==> config.mk <==
export PLATFORM = sky130hd
export DESIGN_NAME = input_debouncer
export DESIGN_NICKNAME = d
export VERILOG_FILES = /design/src/rtl/input_debouncer.sv
export SDC_FILE = /design/constraint.sdc
export NUM_CORES = 1
export LEC_CHECK = 0
export ABC_CLOCK_PERIOD_IN_PS = 6000
export BUFFER_PORTS_ARGS = -buffer_cell sky130_fd_sc_hd__buf_4
export CORE_MARGIN = 1
export CORE_UTILIZATION = 40
export DETAILED_ROUTE_END_ITERATION = 8
export PLACE_DENSITY_LB_ADDON = 0.15
export SYNTH_ARGS = -nofsm -noshare
export SYNTH_HDL_FRONTEND = slang
export SYNTH_SLANG_ARGS = --single-unit
==> constraint.sdc <==
create_clock -name clk -period 6 [get_ports clk]
set_clock_uncertainty 0.2 [all_clocks]
set_input_delay 0.6 -clock clk [delete_from_list [all_inputs] [get_ports clk]]
set_output_delay 0.6 -clock clk [all_outputs]
set_load 0.005 [all_outputs]
==> src/rtl/input_debouncer.sv <==
// input_debouncer: per-channel 2-flop synchronizer plus 4-state debounce FSM.
// Define DEBOUNCE_EDGE_PULSE_EN to build the registered rise/fall pulses.
module input_debouncer #(
  parameter int WIDTH        = 2,
  parameter int CNT_W        = 16,
  parameter int STABLE_COUNT = 50000
) (
  input  logic             clk,
  input  logic             rst_n,
  input  logic [WIDTH-1:0] d,
  output logic [WIDTH-1:0] q,
  output logic [WIDTH-1:0] rise,
  output logic [WIDTH-1:0] fall
);

  typedef enum logic [1:0] {
    IDLE_LO,
    WAIT_HI,
    IDLE_HI,
    WAIT_LO
  } state_e;

  localparam logic [CNT_W-1:0] CNT_LAST = CNT_W'(STABLE_COUNT - 1);
  localparam logic [CNT_W-1:0] CNT_ONE  = CNT_W'(1);

  for (genvar i = 0; i < WIDTH; i++) begin : g_ch
    logic             s1_q;
    logic             s2_q;
    logic             lvl_q;
    state_e           state_q;
    logic [CNT_W-1:0] cnt_q;
`ifdef DEBOUNCE_EDGE_PULSE_EN
    logic             rise_q;
    logic             fall_q;
`endif

    always_ff @(posedge clk or negedge rst_n) begin
      if (!rst_n) begin
        s1_q    <= 1'b0;
        s2_q    <= 1'b0;
        lvl_q   <= 1'b0;
        state_q <= IDLE_LO;
        cnt_q   <= '0;
`ifdef DEBOUNCE_EDGE_PULSE_EN
        rise_q  <= 1'b0;
        fall_q  <= 1'b0;
`endif
      end else begin
        s1_q <= d[i];
        s2_q <= s1_q;
`ifdef DEBOUNCE_EDGE_PULSE_EN
        rise_q <= 1'b0;
        fall_q <= 1'b0;
`endif
        unique case (state_q)
          IDLE_LO: begin
            if (s2_q) begin
              state_q <= WAIT_HI;
              cnt_q   <= CNT_ONE;
            end else begin
              cnt_q   <= '0;
            end
          end
          WAIT_HI: begin
            if (!s2_q) begin
              state_q <= IDLE_LO;
              cnt_q   <= '0;
            end else if (cnt_q == CNT_LAST) begin
              state_q <= IDLE_HI;
              lvl_q   <= 1'b1;
              cnt_q   <= '0;
`ifdef DEBOUNCE_EDGE_PULSE_EN
              rise_q  <= 1'b1;
`endif
            end else begin
              cnt_q   <= cnt_q + CNT_ONE;
            end
          end
          IDLE_HI: begin
            if (!s2_q) begin
              state_q <= WAIT_LO;
              cnt_q   <= CNT_ONE;
            end else begin
              cnt_q   <= '0;
            end
          end
          WAIT_LO: begin
            if (s2_q) begin
              state_q <= IDLE_HI;
              cnt_q   <= '0;
            end else if (cnt_q == CNT_LAST) begin
              state_q <= IDLE_LO;
              lvl_q   <= 1'b0;
              cnt_q   <= '0;
`ifdef DEBOUNCE_EDGE_PULSE_EN
              fall_q  <= 1'b1;
`endif
            end else begin
              cnt_q   <= cnt_q + CNT_ONE;
            end
          end
        endcase
      end
    end

    assign q[i] = lvl_q;
`ifdef DEBOUNCE_EDGE_PULSE_EN
    assign rise[i] = rise_q;
    assign fall[i] = fall_q;
`endif
  end

`ifndef DEBOUNCE_EDGE_PULSE_EN
  // Pulse outputs are constant when edge detection is not built.
  assign rise = '0;
  assign fall = '0;
`endif

endmodule
* Word level (Yosys, flattened, before mapping)
Index checks and enable logic that the tools add are counted.
** Storage, ports and cells
- Register bits :: 42
- Word-level logic and storage cells :: 80
- Output and inout bits :: 6
- Bits of input ports :: 4
** Cells by class
- Mux-type cells :: 36
- Equality and inequality tests :: 24
- Add/subtract/negate cells :: 2
- Reduce and logical (&&, ||, !) cells :: 8
** Operators by type and width (count)
- $pmux W16 S4 :: 2
- $mux W16 :: 6
- $add A16 B1 Y16 const B :: 2
- $eq A16 B16 Y1 const B :: 2
- $mux W2 :: 12
- $ne A2 B2 Y1 const B :: 12
- $pmux W2 S4 :: 2
- $mux W1 :: 12
- $ne A3 B3 Y1 const B :: 4
- $reduce_and A5 Y1 :: 2
- $eq A2 B2 Y1 const B :: 4
- $reduce_and A4 Y1 :: 2
- $eq A2 B1 Y1 const B :: 2
- $logic_not A2 Y1 :: 2
- $pmux W1 S2 :: 2
- $reduce_bool A2 Y1 :: 2

* Logic depth before layout (Yosys ltp)
Gate-level depths: netlist of the first run.
- Depth after elaboration :: 4
- Gate-level depth with buffers :: 8
- Gate-level depth less buffers :: 5

* Worst setup path after synthesis of the first run
No wires, ideal clock.
- Path kind :: flip-flop to flip-flop
- From :: register g_ch[0].cnt_q[10]
- To :: register g_ch[0].cnt_q[13]
- Clock period less this slack :: 2.048 ns
- Path buffers :: 2
- Slack :: 3.952 ns
- Required time :: 5.677 ns
- Arrival :: 1.725 ns
- Cell stages (with the launch flop) :: 7
- Setup time :: 0.123 ns
- Cell sequence :: dfrtp_1 > or4_4 > nor4_4 > or3b_1 > buf_6 > buf_12 > nor2_4
** On the way
- Cells in the longest elaborated chain, start to end :: 4
- Elaborated cells on any way between the ends :: 6
- Those cells by class :: 1 x add/sub; 1 x eq/ne; 4 x mux
** Ends and longest elaborated chain
- start: declaration :: line 31 : logic [CNT_W-1:0] cnt_q;
- start signal: assignment :: line 76 : cnt_q <= cnt_q + CNT_ONE;
- start signal: assignment :: line 99 : cnt_q <= cnt_q + CNT_ONE;
- $add A16 B1 Y16 or $eq A16 B16 Y1 (tied branches)
- $mux W16 (*) :: line 68, 91
- $mux W16, on equally long branches :: line 88, 65
- $pmux W16 S4 (*) :: line 55 : unique case (state_q)
Mark *: on every way between the ends. The rest lies on a longest branch, timed or not.
A chain may end at the register's enable or synchronous reset.

* Final worst setup path of the first run
- From :: register g_ch[0].cnt_q[10]
- To :: register g_ch[0].cnt_q[6]
** On the way
- Cells in the longest elaborated chain, start to end :: 4
- Elaborated cells on any way between the ends :: 5
- Those cells by class :: 1 x eq/ne; 4 x mux
** Ends and longest elaborated chain (line)
- $eq A16 B16 Y1 (*) :: 68, 91
- $mux W16 (*) :: 68, 91
- $mux W16, on equally long branches :: 88, 65
- $pmux W16 S4 (*) :: 55
Marks and branches as above.

==> run_results.csv, run 1 <==
group,metric,value,unit
status,status,"completed",
yosys,synthSimpleGateAreaFrac,27.2,%
yosys,ys.flop_type,"dfrtp_1",
floorplanning,num_io_pins,10,
finish,fin_util,44.2,%
sta,finalHoldViolations,0,
sta,fin_tns_setup,0,ps
clock_network,cts_buffers,5,
drt,drt_iter0_markers,74,
sta,slew_headroom,28.9,%
sta,fmax,370,MHz
placed_design,dpl-instance-area,0.00217,mm^2
yosys,synth_top_family_by_area,"simple AND/OR/NAND/NOR gates",
clock_network,clock-root-buffer,"clkbuf_8",
sta,drv_slew,0,
finish,fill_cells,498,
yosys,yosysWarnings,0,
drt,antenna_left,0,
clock_network,clk_pin_slew,80,ps
critical_path,cp_top_family,"simple AND/OR/NAND/NOR gates",
critical_path,crit_arrival,2640,ps
clock_network,holdBufCountCts,0,
global_routing,grt-ovfl-total,0,
drt,wl,3560,um
floorplanning,die_h,75.0,um
finish,fin_nets,207,
critical_path,path_class,"reg -> reg",
clock_network,clock_latency,290,ps
global_routing,grt_pass1_vias,1290,
critical_path,end_kind,"register",
clock_network,postCtsSetupBuffers,0,
sta,setup_viol,0,
drt,routed_via_density,5.03,
yosys,ys_seq_area_share,49.3,%
sta,finalCritPeriodShare,45.0,%
yosys,synth_fa_ha_area_share,1.17,%
sta,hold_ws,78.0,ps
yosys,syn_inst,199,
yosys,ys_types,39,
yosys,yosys-top-cells-area,"dfrtp_1 49%, xnor2_1 7.4%, nor2_4 4.8%",
critical_path,slowest_stage,"or3b_1",
power,power,497,uW
critical_path,cpPeakStageDelay,880,ps
yosys,synth-xor-area-share,11.5,%
sta,worst_pin_slew,1070,ps
critical_path,worstPathRequired,5930,ps
clock_network,clock_sink_count,42,
clock_network,cts_max_level,2,
finish,layout_common_cells,"42 x dfrtp_1, 22 x nor2_1, 18 x xnor2_1, 10 x nand3_1, 10 x xor2_1",
yosys,synth-compound-area-share,3.99,%
clock_network,ctsLongestPathBuffers,2,
yosys,synth_edf_count,0,
yosys,ys_async_sr_fraction,100,%
floorplanning,die_x,75.0,um
clock_network,cts_tree,"done",
placed_design,portBuffers,5,
global_routing,grt_pass1_wl,6000,um
drt,via_count,1368,
finish,antenna_cells,0,
finish,seq_area,0.00105,mm^2
critical_path,path_max_fanout,15,
drt,firstDrtPassIters,4,
clock_network,cts_resized,0,
power,p_leak,0.881,nW
yosys,avgSynthCellArea,10.7,um^2
job,max_cap_viol_count,0,
power,peakVddDrop,130,uV
critical_path,start_kind,"register",
yosys,synth.largest_area_cell,"dfrtp_1",
global_routing,antenna_found_initial,0,
worst_hold_path,hp-class,"in -> async",
placed_design,dp_hpwl,2470,um
floorplanning,num_rows,26,
sta,rsz0062_at_grt,"false",
finish,multi_input_area,962,um^2
global_routing,track_usage,14.4,%
finish,stdcell_area,0.00226,mm^2
drt,drc_errors,0,
yosys,synth.top_cell.area_share,49.3,%
finish,syn_to_final_growth,5.99,%
finish,drive_above_1_share,12.4,%
placed_design,gp_congestion,0.763,
floorplanning,die_area,0.00563,mm^2
drt,wl_per_cell,13.1,um
yosys,syn-cell-area,0.00213,mm^2
global_routing,grt_start_max_net_pins,43,
yosys,synth_mux_area_share,0.528,%
critical_path,crit_buf_inv,0,
yosys,ys_ff_latch,42,
floorplanning,initial_core_util,41.7,%
power,power_density,220,mW/mm^2
sta,fin_crit,2700,ps
finish,final_common_cell,"dfrtp_1",
floorplanning,core,0.00511,mm^2
critical_path,crit_chain,"or4_4 -> nor4_4 -> or3b_1 -> nor2_1",
worst register-to-register path: cells and delay by family, from the launching register on:
| family | cells | cell delay (ps) |
|---|---|---|
| simple gates | 4 | 1910 |
| flops | 1 | 430 |
state kept, by name, indices dropped and copies added (netlist names), named ones only:
name / count
g_ch.state_q: 2
g_ch.s2_q: 2
g_ch.cnt_q: 32
g_ch.s1_q: 2
g_ch.lvl_q: 2
synth_stat cells, drive strengths merged (2+ instances only):
library cell,instances
a21oi,4
a2bb2oi,2
a31oi,2
and2,3
and3,2
and4,3
buf,10
clkbuf,3
dfrtp,42
ha,2
inv,8
nand2,9
nand3,10
nand4,8
nand4bb,3
nor2,32
nor3,4
nor4,6
o21a,2
o21ai,4
or3,2
xnor2,18
xor2,10
per-layer routing:
metal / vias to the layer above / share of wire, % / GRT usage [%]
li1: 669 / - / -
met1: 682 / 44 / 16.9
met2: 11 / 52 / 24.6
met3: 6 / 3.0 / 5.22
met4: 0 / 1.1 / 4.40
met5: - / 0 / 0
final timing paths:
path,from,to,cells past startpoint,slack [ps]
max,g_ch[0].cnt_q[10],g_ch[0].cnt_q[6],4,3300
min,rst_n,g_ch[0].cnt_q[2],1,80
max reg2reg,g_ch[0].cnt_q[10],g_ch[0].cnt_q[6],4,3300
min reg2reg,g_ch[0].s1_q,g_ch[0].s2_q,0,150
max in group asynchronous,rst_n,g_ch[1].lvl_q,1,5150
min in group clk,g_ch[0].s1_q,g_ch[0].s2_q,0,150
metrics by stage:
| stage | setup slack (ps) | cells |
|---|---|---|
| 6_report | 3300 | 272 |
| 5_1_grt | 3130 | 272 |
| 3_3_place_gp | 3390 | 264 |
| 3_5_place_dp | 3280 | 264 |
| 2_1_floorplan | 3950 | 202 |
| 4_1_cts | 3270 | 272 |
kinds of logic (layout without fill, tap and decap cells):
group,after synthesis,after routing
AOI/OAI and AO/OA,14,14
xor gates and xnor gates,28,28
adders and majority gates,2,2
buffers and inverters,21,21
DFF,42,42
muxes,1,1
other,1,4
and+or+nand+nor,90,90
layout make-up:
| type | instances | area share, % |
|---|---|---|
| clock buffers | 7 | 3.82 |
| clock inverters | 1 | 0.221 |
| inverters | 8 | 1.33 |
| multi-input cells | 139 | 42.6 |
| flip-flops and latches | 42 | 46.5 |
| well taps | 70 | 3.88 |
| repair buffers | 5 | 1.66 |
where the power goes:
group	total, mW	internal (mW)	switching, mW
combinational	0.0195	0.00510	0.0144
clock	0.187	0.0929	0.0945
sequential	0.290	0.287	0.00311
total	0.497	0.385	0.112
Power figures use the tool's default switching activity.
==> run 2, diff against run 1 <==
--- a/config.mk
+++ b/config.mk
@@ -5,7 +5,7 @@
 export SDC_FILE = /design/constraint.sdc
 export NUM_CORES = 1
 export LEC_CHECK = 0
-export ABC_CLOCK_PERIOD_IN_PS = 6000
+export ABC_CLOCK_PERIOD_IN_PS = 2650
 export BUFFER_PORTS_ARGS = -buffer_cell sky130_fd_sc_hd__buf_4
 export CORE_MARGIN = 1
 export CORE_UTILIZATION = 40
==> constraint.sdc (replaced) <==
create_clock -name clk -period 2.65 [get_ports clk]
set_clock_uncertainty 0.2 [all_clocks]
set_input_delay 0.265 -clock clk [delete_from_list [all_inputs] [get_ports clk]]
set_output_delay 0.265 -clock clk [all_outputs]
set_load 0.005 [all_outputs]
==> run 2 against run 1 <==
  * Largest cell class unchanged
  * Critical path type unchanged
  * Largest power group unchanged
  * Fmax is 25% higher
  * Die area stayed put
  * Sequential share of layout area is 1.2 points lower
  * Cell area is 2.7% higher
  * Core utilization is 1.2 points higher
  * Worst hold slack better by 76 ps
==> run_results.csv, run 2 (synthesis results as in run 1) <==
group,metric,value,unit
floorplanning,num_io_pins,10,
placed_design,dp_hpwl,2470,um
clock_network,ctsLongestPathBuffers,2,
power,peakVddDrop,299,uV
drt,via_count,1378,
finish,stdcell_count,277,
clock_network,cts_max_level,2,
finish,antenna_cells,0,
clock_network,clock_sink_count,42,
placed_design,dpl.cell_count,266,
finish,layout_common_cells,"42 x dfrtp_1, 22 x nor2_1, 18 x xnor2_1, 10 x nand3_1, 10 x xor2_1",
finish,largest_register,"g_ch.cnt_q",
floorplanning,num_rows,26,
placed_design,portBuffers,5,
finish,drive_above_1_share,13.5,%
floorplanning,initial_core_util,41.7,%
power,p_leak,0.907,nW
drt,drt_iter0_markers,81,
sta,hold_ws,154,ps
sta,fmax,461,MHz
placed_design,dpl-instance-area,0.00220,mm^2
drt,firstDrtPassIters,4,
drt,wl_per_cell,13.0,um
critical_path,path_class,"reg -> reg",
global_routing,antenna_found_initial,0,
critical_path,path_max_fanout,15,
drt,drc_errors,0,
critical_path,crit_buf_inv,1,
power,power_density,490,mW/mm^2
floorplanning,core,0.00511,mm^2
sta,fin_tns_setup,0,ps
sta,setup_viol,0,
sta,finalCritPeriodShare,81.8,%
floorplanning,die_area,0.00563,mm^2
global_routing,grt_pass1_vias,1320,
sta,finalHoldViolations,0,
drt,routed_via_density,4.97,
global_routing,grt_start_max_net_pins,43,
floorplanning,die_h,75.0,um
sta,rsz0062_at_grt,"false",
sta,worst_pin_slew,528,ps
clock_network,cts_buffers,5,
sta,drv_slew,0,
clock_network,cts_resized,0,
drt,antenna_left,0,
finish,fin_nets,212,
global_routing,track_usage,14.6,%
clock_network,clock-root-buffer,"clkbuf_8",
critical_path,cp_top_family,"simple AND/OR/NAND/NOR gates",
finish,final_common_cell,"dfrtp_1",
status,status,"completed",
critical_path,slowest_stage,"or4_4",
critical_path,cpPeakStageDelay,570,ps
placed_design,gp_congestion,0.709,
job,max_cap_viol_count,0,
worst_hold_path,hp-class,"reg -> reg",
finish,syn_to_final_growth,8.86,%
finish,largest_reg_flops,32,
critical_path,crit_chain,"or4_4 -> nor4_4 -> or3b_1 -> buf_12 -> nor2_1",
finish,stdcell_area,0.00232,mm^2
floorplanning,die_x,75.0,um
critical_path,crit_arrival,2150,ps
global_routing,grt-ovfl-total,0,
global_routing,grt_pass1_wl,6040,um
sta,slew_headroom,64.8,%
drt,wl,3600,um
clock_network,clock_latency,290,ps
critical_path,worstPathRequired,2630,ps
critical_path,start_kind,"register",
critical_path,end_kind,"register",
clock_network,clk_pin_slew,80,ps
sta,fin_crit,2170,ps
clock_network,cts_tree,"done",
==> run 2: per-stage QoR <==
step                      setup WS, ps  util (%)  power (mW)
after detailed placement           535      43.0       0.719
after global placement             566      43.0       0.717
after CTS                          484      45.4        1.15
after global routing               393      45.4        1.18
after floorplan                    602         -       0.703
final                              481      45.4        1.14
==> run 2: routing by layer <==
metal | routed length (um) | GRT usage [%] | vias to the layer above
li1 | - | - | 684
met1 | 1660 | 17.7 | 673
met2 | 1810 | 24.8 | 14
met3 | 84 | 4.02 | 7
met4 | 46 | 5.66 | 0
met5 | 0 | 0 | -
==> run 2: final cells by class <==
| type | instances | area [um^2] |
|---|---|---|
| tap | 70 | 87.6 |
| timing repair buffer | 10 | 95.1 |
| fill | 500 | 2790 |
| multi-input combinational | 139 | 962 |
| inverter | 8 | 30.0 |
| clock buffer | 6 | 82.6 |
| clock inverter | 2 | 12.5 |
| sequential | 42 | 1050 |
==> run 2: worst reg2reg max path, stage by stage (launching register included) <==
cell and delay, ps:
dfrtp_1 430, or4_4 570, nor4_4 360, or3b_1 230, buf_12 190, nor2_1 80
==> run 2: worst paths after layout <==
path	from	endpoint	slack (ps)	depth (start not counted)
min reg2reg	g_ch[0].s1_q	g_ch[0].s2_q	150	0
max in group asynchronous	rst_n	g_ch[1].cnt_q[7]	1590	2
max reg2reg	g_ch[0].cnt_q[10]	g_ch[0].cnt_q[6]	480	5
min	g_ch[0].s1_q	g_ch[0].s2_q	150	0
max	g_ch[0].cnt_q[10]	g_ch[0].cnt_q[6]	480	5
min in group asynchronous	rst_n	g_ch[0].cnt_q[6]	290	2
==> run 2: repair_timing <==
action                                  4_1_cts  5_1_grt
setup buffers                                 0        0
hold endpoints to repair                     44        0
hold buffers                                  3        0
endpoints found under the setup margin        0        0
==> run 2: report_power, final <==
group | total (mW) | internal [mW] | leakage (nW) | switching (mW)
Combinational | 0.0525 | 0.0185 | 0.292 | 0.0340
Clock | 0.429 | 0.209 | 0.0472 | 0.219
Sequential | 0.656 | 0.649 | 0.569 | 0.00700
Total | 1.14 | 0.877 | 0.907 | 0.260
==> run 3, diff against run 2 <==
--- a/config.mk
+++ b/config.mk
@@ -5,7 +5,8 @@
 export SDC_FILE = /design/constraint.sdc
 export NUM_CORES = 1
 export LEC_CHECK = 0
-export ABC_CLOCK_PERIOD_IN_PS = 2650
+export ABC_AREA = 1
+export ABC_CLOCK_PERIOD_IN_PS = 1930
 export BUFFER_PORTS_ARGS = -buffer_cell sky130_fd_sc_hd__buf_4
 export CORE_MARGIN = 1
 export CORE_UTILIZATION = 40
==> constraint.sdc (replaced) <==
create_clock -name clk -period 1.93 [get_ports clk]
set_clock_uncertainty 0.2 [all_clocks]
set_input_delay 0.193 -clock clk [delete_from_list [all_inputs] [get_ports clk]]
set_output_delay 0.193 -clock clk [all_outputs]
set_load 0.005 [all_outputs]
==> run 3 against run 2 <==
  * First-iteration DRC count grew 51%
  * Power increased by 46%
  * Die area is 7.0% higher
  * Critical path type unchanged
  * Area after synthesis increased by 7.2%
  * Clock power is 61% higher
  * Critical path depth rose by 1
  * Worst setup slack worse by 200 ps
  * Cell count increased by 38%
  * Synthesized cell count up 49%
  * Highest routed layer unchanged
==> run_results.csv, run 3 <==
group,metric,value,unit
floorplanning,die_area,0.00602,mm^2
critical_path,worstPathRequired,1920,ps
sta,fin_tns_setup,0,ps
clock_network,clk_pin_slew,80,ps
sta,finalCritPeriodShare,85.4,%
yosys,synth_fa_ha_area_share,1.10,%
drt,wl,4130,um
clock_network,clock-root-buffer,"clkbuf_8",
yosys,yosys-top-cells-area,"dfrtp_1 46%, nand2_1 12%, nor2_1 9.5%",
floorplanning,num_io_pins,10,
critical_path,path_class,"reg -> reg",
sta,worst_pin_slew,532,ps
yosys,yosys-top-cells-count,"71 x nand2_1, 58 x nor2_1, 42 x dfrtp_1, 38 x inv_1, 17 x nand3_1",
floorplanning,core,0.00551,mm^2
floorplanning,num_rows,27,
sta,setup_viol,0,
finish,largest_reg_flops,32,
sta,fin_crit,1650,ps
yosys,synth-xor-area-share,3.83,%
yosys,synth_mux_area_share,0,%
drt,drc_errors,0,
drt,wl_per_cell,10.8,um
yosys,yosysMostFrequentCell,"nand2_1",
yosys,synth_edf_count,0,
finish,fill_cells,555,
global_routing,antenna_found_initial,0,
placed_design,dp_hpwl,3030,um
status,status,"completed",
finish,seq_area,0.00105,mm^2
power,peakVddDrop,268,uV
floorplanning,die_x,77.6,um
finish,syn_to_final_growth,10.2,%
finish,final_common_cell,"nand2_1",
global_routing,grt_pass1_wl,7360,um
critical_path,crit_arrival,1640,ps
finish,drive_above_1_share,12.3,%
yosys,ys_seq_area_share,46.0,%
finish,layout_common_cells,"71 x nand2_1, 58 x nor2_1, 42 x dfrtp_1, 38 x inv_1, 17 x nand3_1",
yosys,ys_async_sr_fraction,100,%
clock_network,cts_buffers,5,
yosys,synthSimpleGateAreaFrac,35.5,%
clock_network,ctsLongestPathBuffers,2,
yosys,synth_top_family_by_area,"simple AND/OR/NAND/NOR gates",
yosys,synth-compound-area-share,4.60,%
sta,rsz0062_at_grt,"false",
clock_network,cts_tree,"done",
finish,fin_nets,315,
yosys,syn-cell-area,0.00228,mm^2
finish,multi_input_area,0.00104,mm^2
power,p_leak,1.13,nW
clock_network,clock_latency,290,ps
yosys,synth.top_cell.area_share,46.0,%
floorplanning,initial_core_util,41.5,%
yosys,yosysWarnings,0,
critical_path,path_max_fanout,4,
placed_design,gp_congestion,0.813,
floorplanning,die_h,77.6,um
yosys,ys_ff_latch,42,
sta,drv_slew,0,
global_routing,track_usage,15.8,%
yosys,syn_inst,297,
yosys,ys.flop_type,"dfrtp_1",
worst_hold_path,hp-class,"reg -> reg",
finish,antenna_cells,0,
yosys,ys_types,29,
power,power,1.66,mW
clock_network,cts_resized,0,
clock_network,cts_max_level,2,
yosys,synth.largest_area_cell,"dfrtp_1",
sta,finalHoldViolations,0,
global_routing,grt_pass1_vias,1578,
sta,slew_headroom,64.5,%
global_routing,grt_start_max_net_pins,43,
power,power_density,660,mW/mm^2
drt,firstDrtPassIters,4,
drt,antenna_left,0,
critical_path,end_kind,"register",
clock_network,clock_sink_count,42,
critical_path,start_kind,"register",
yosys,avgSynthCellArea,7.69,um^2
drt,drt_iter0_markers,122,
global_routing,grt-ovfl-total,0,
sta,fmax,607,MHz
finish,largest_register,"g_ch.cnt_q",
drt,via_count,1759,
placed_design,portBuffers,5,
job,max_cap_viol_count,0,
drt,routed_via_density,4.60,
[run 3: metrics by stage]
stage | setup slack [ps] | utilization, % | instance area, um^2 | hold slack, ps | instances
global placement | 305 | 43.2 | 2380 | 20.4 | 371
finish | 282 | 45.7 | 2520 | 155 | 382
global route | 121 | 45.7 | 2520 | 162 | 382
CTS | 256 | 45.7 | 2520 | 158 | 382
floorplan | 430 | - | 2300 | -303 | 300
detailed placement | 271 | 43.2 | 2380 | 18.6 | 371
[run 3: power breakdown]
part           internal [mW]  switching, mW
Combinational         0.0216         0.0466
Clock                  0.381          0.311
Sequential             0.891        0.00923
Total                   1.29          0.367
[run 3: path summary, 6_finish.rpt]
check | start | to | slack, ps | cells past startpoint
setup / recovery | g_ch[0].cnt_q[0] | g_ch[0].lvl_q | 280 | 6
hold / removal | g_ch[0].s1_q | g_ch[0].s2_q | 150 | 0
setup reg to reg | g_ch[0].cnt_q[0] | g_ch[0].lvl_q | 280 | 6
hold reg to reg | g_ch[0].s1_q | g_ch[0].s2_q | 150 | 0
max in group asynchronous | rst_n | g_ch[1].s1_q | 950 | 2
min in group asynchronous | rst_n | g_ch[0].cnt_q[10] | 220 | 2
[run 3: layer usage]
metal | global-route usage, % | routed length [um] | part of all wire (%)
met1 | 23.1 | 2310 | 56
met4 | 7.36 | 66 | 1.6
met2 | 21.9 | 1660 | 40
met3 | 3.18 | 100 | 2.4
met5 | 0 | 0 | 0
[run 3: logic make-up after synthesis]
kind of cell / after synthesis
buffers and inverters: 47
and+or+nand+nor: 178
xor gates and xnor gates: 10
AOI/OAI and AO/OA: 17
other: 1
DFF: 42
adders and majority gates: 2
[run 3: cell type report]
class / instances / area share (%)
Clock buffer: 5 / 2.73
Clock inverter: 3 / 1.59
Inverter: 41 / 6.21
Multi-Input combinational cell: 211 / 41.5
Sequential cell: 42 / 41.7
Tap cell: 72 / 3.58
Timing Repair Buffer: 8 / 2.68
[run 3: what timing repair did]
action,4_1_cts,5_1_grt
hold endpoints to repair,44,0
hold buffers,3,0
buffers inserted,0,0
[run 3: worst max-delay path, cell delays in order, from the launching register on]
cell	delay (ps)
dfrtp_1	390
ha_1	200
nand3_1	150
nor2_2	200
nand2_1	140
o21ai_0	190
nand2_1	70
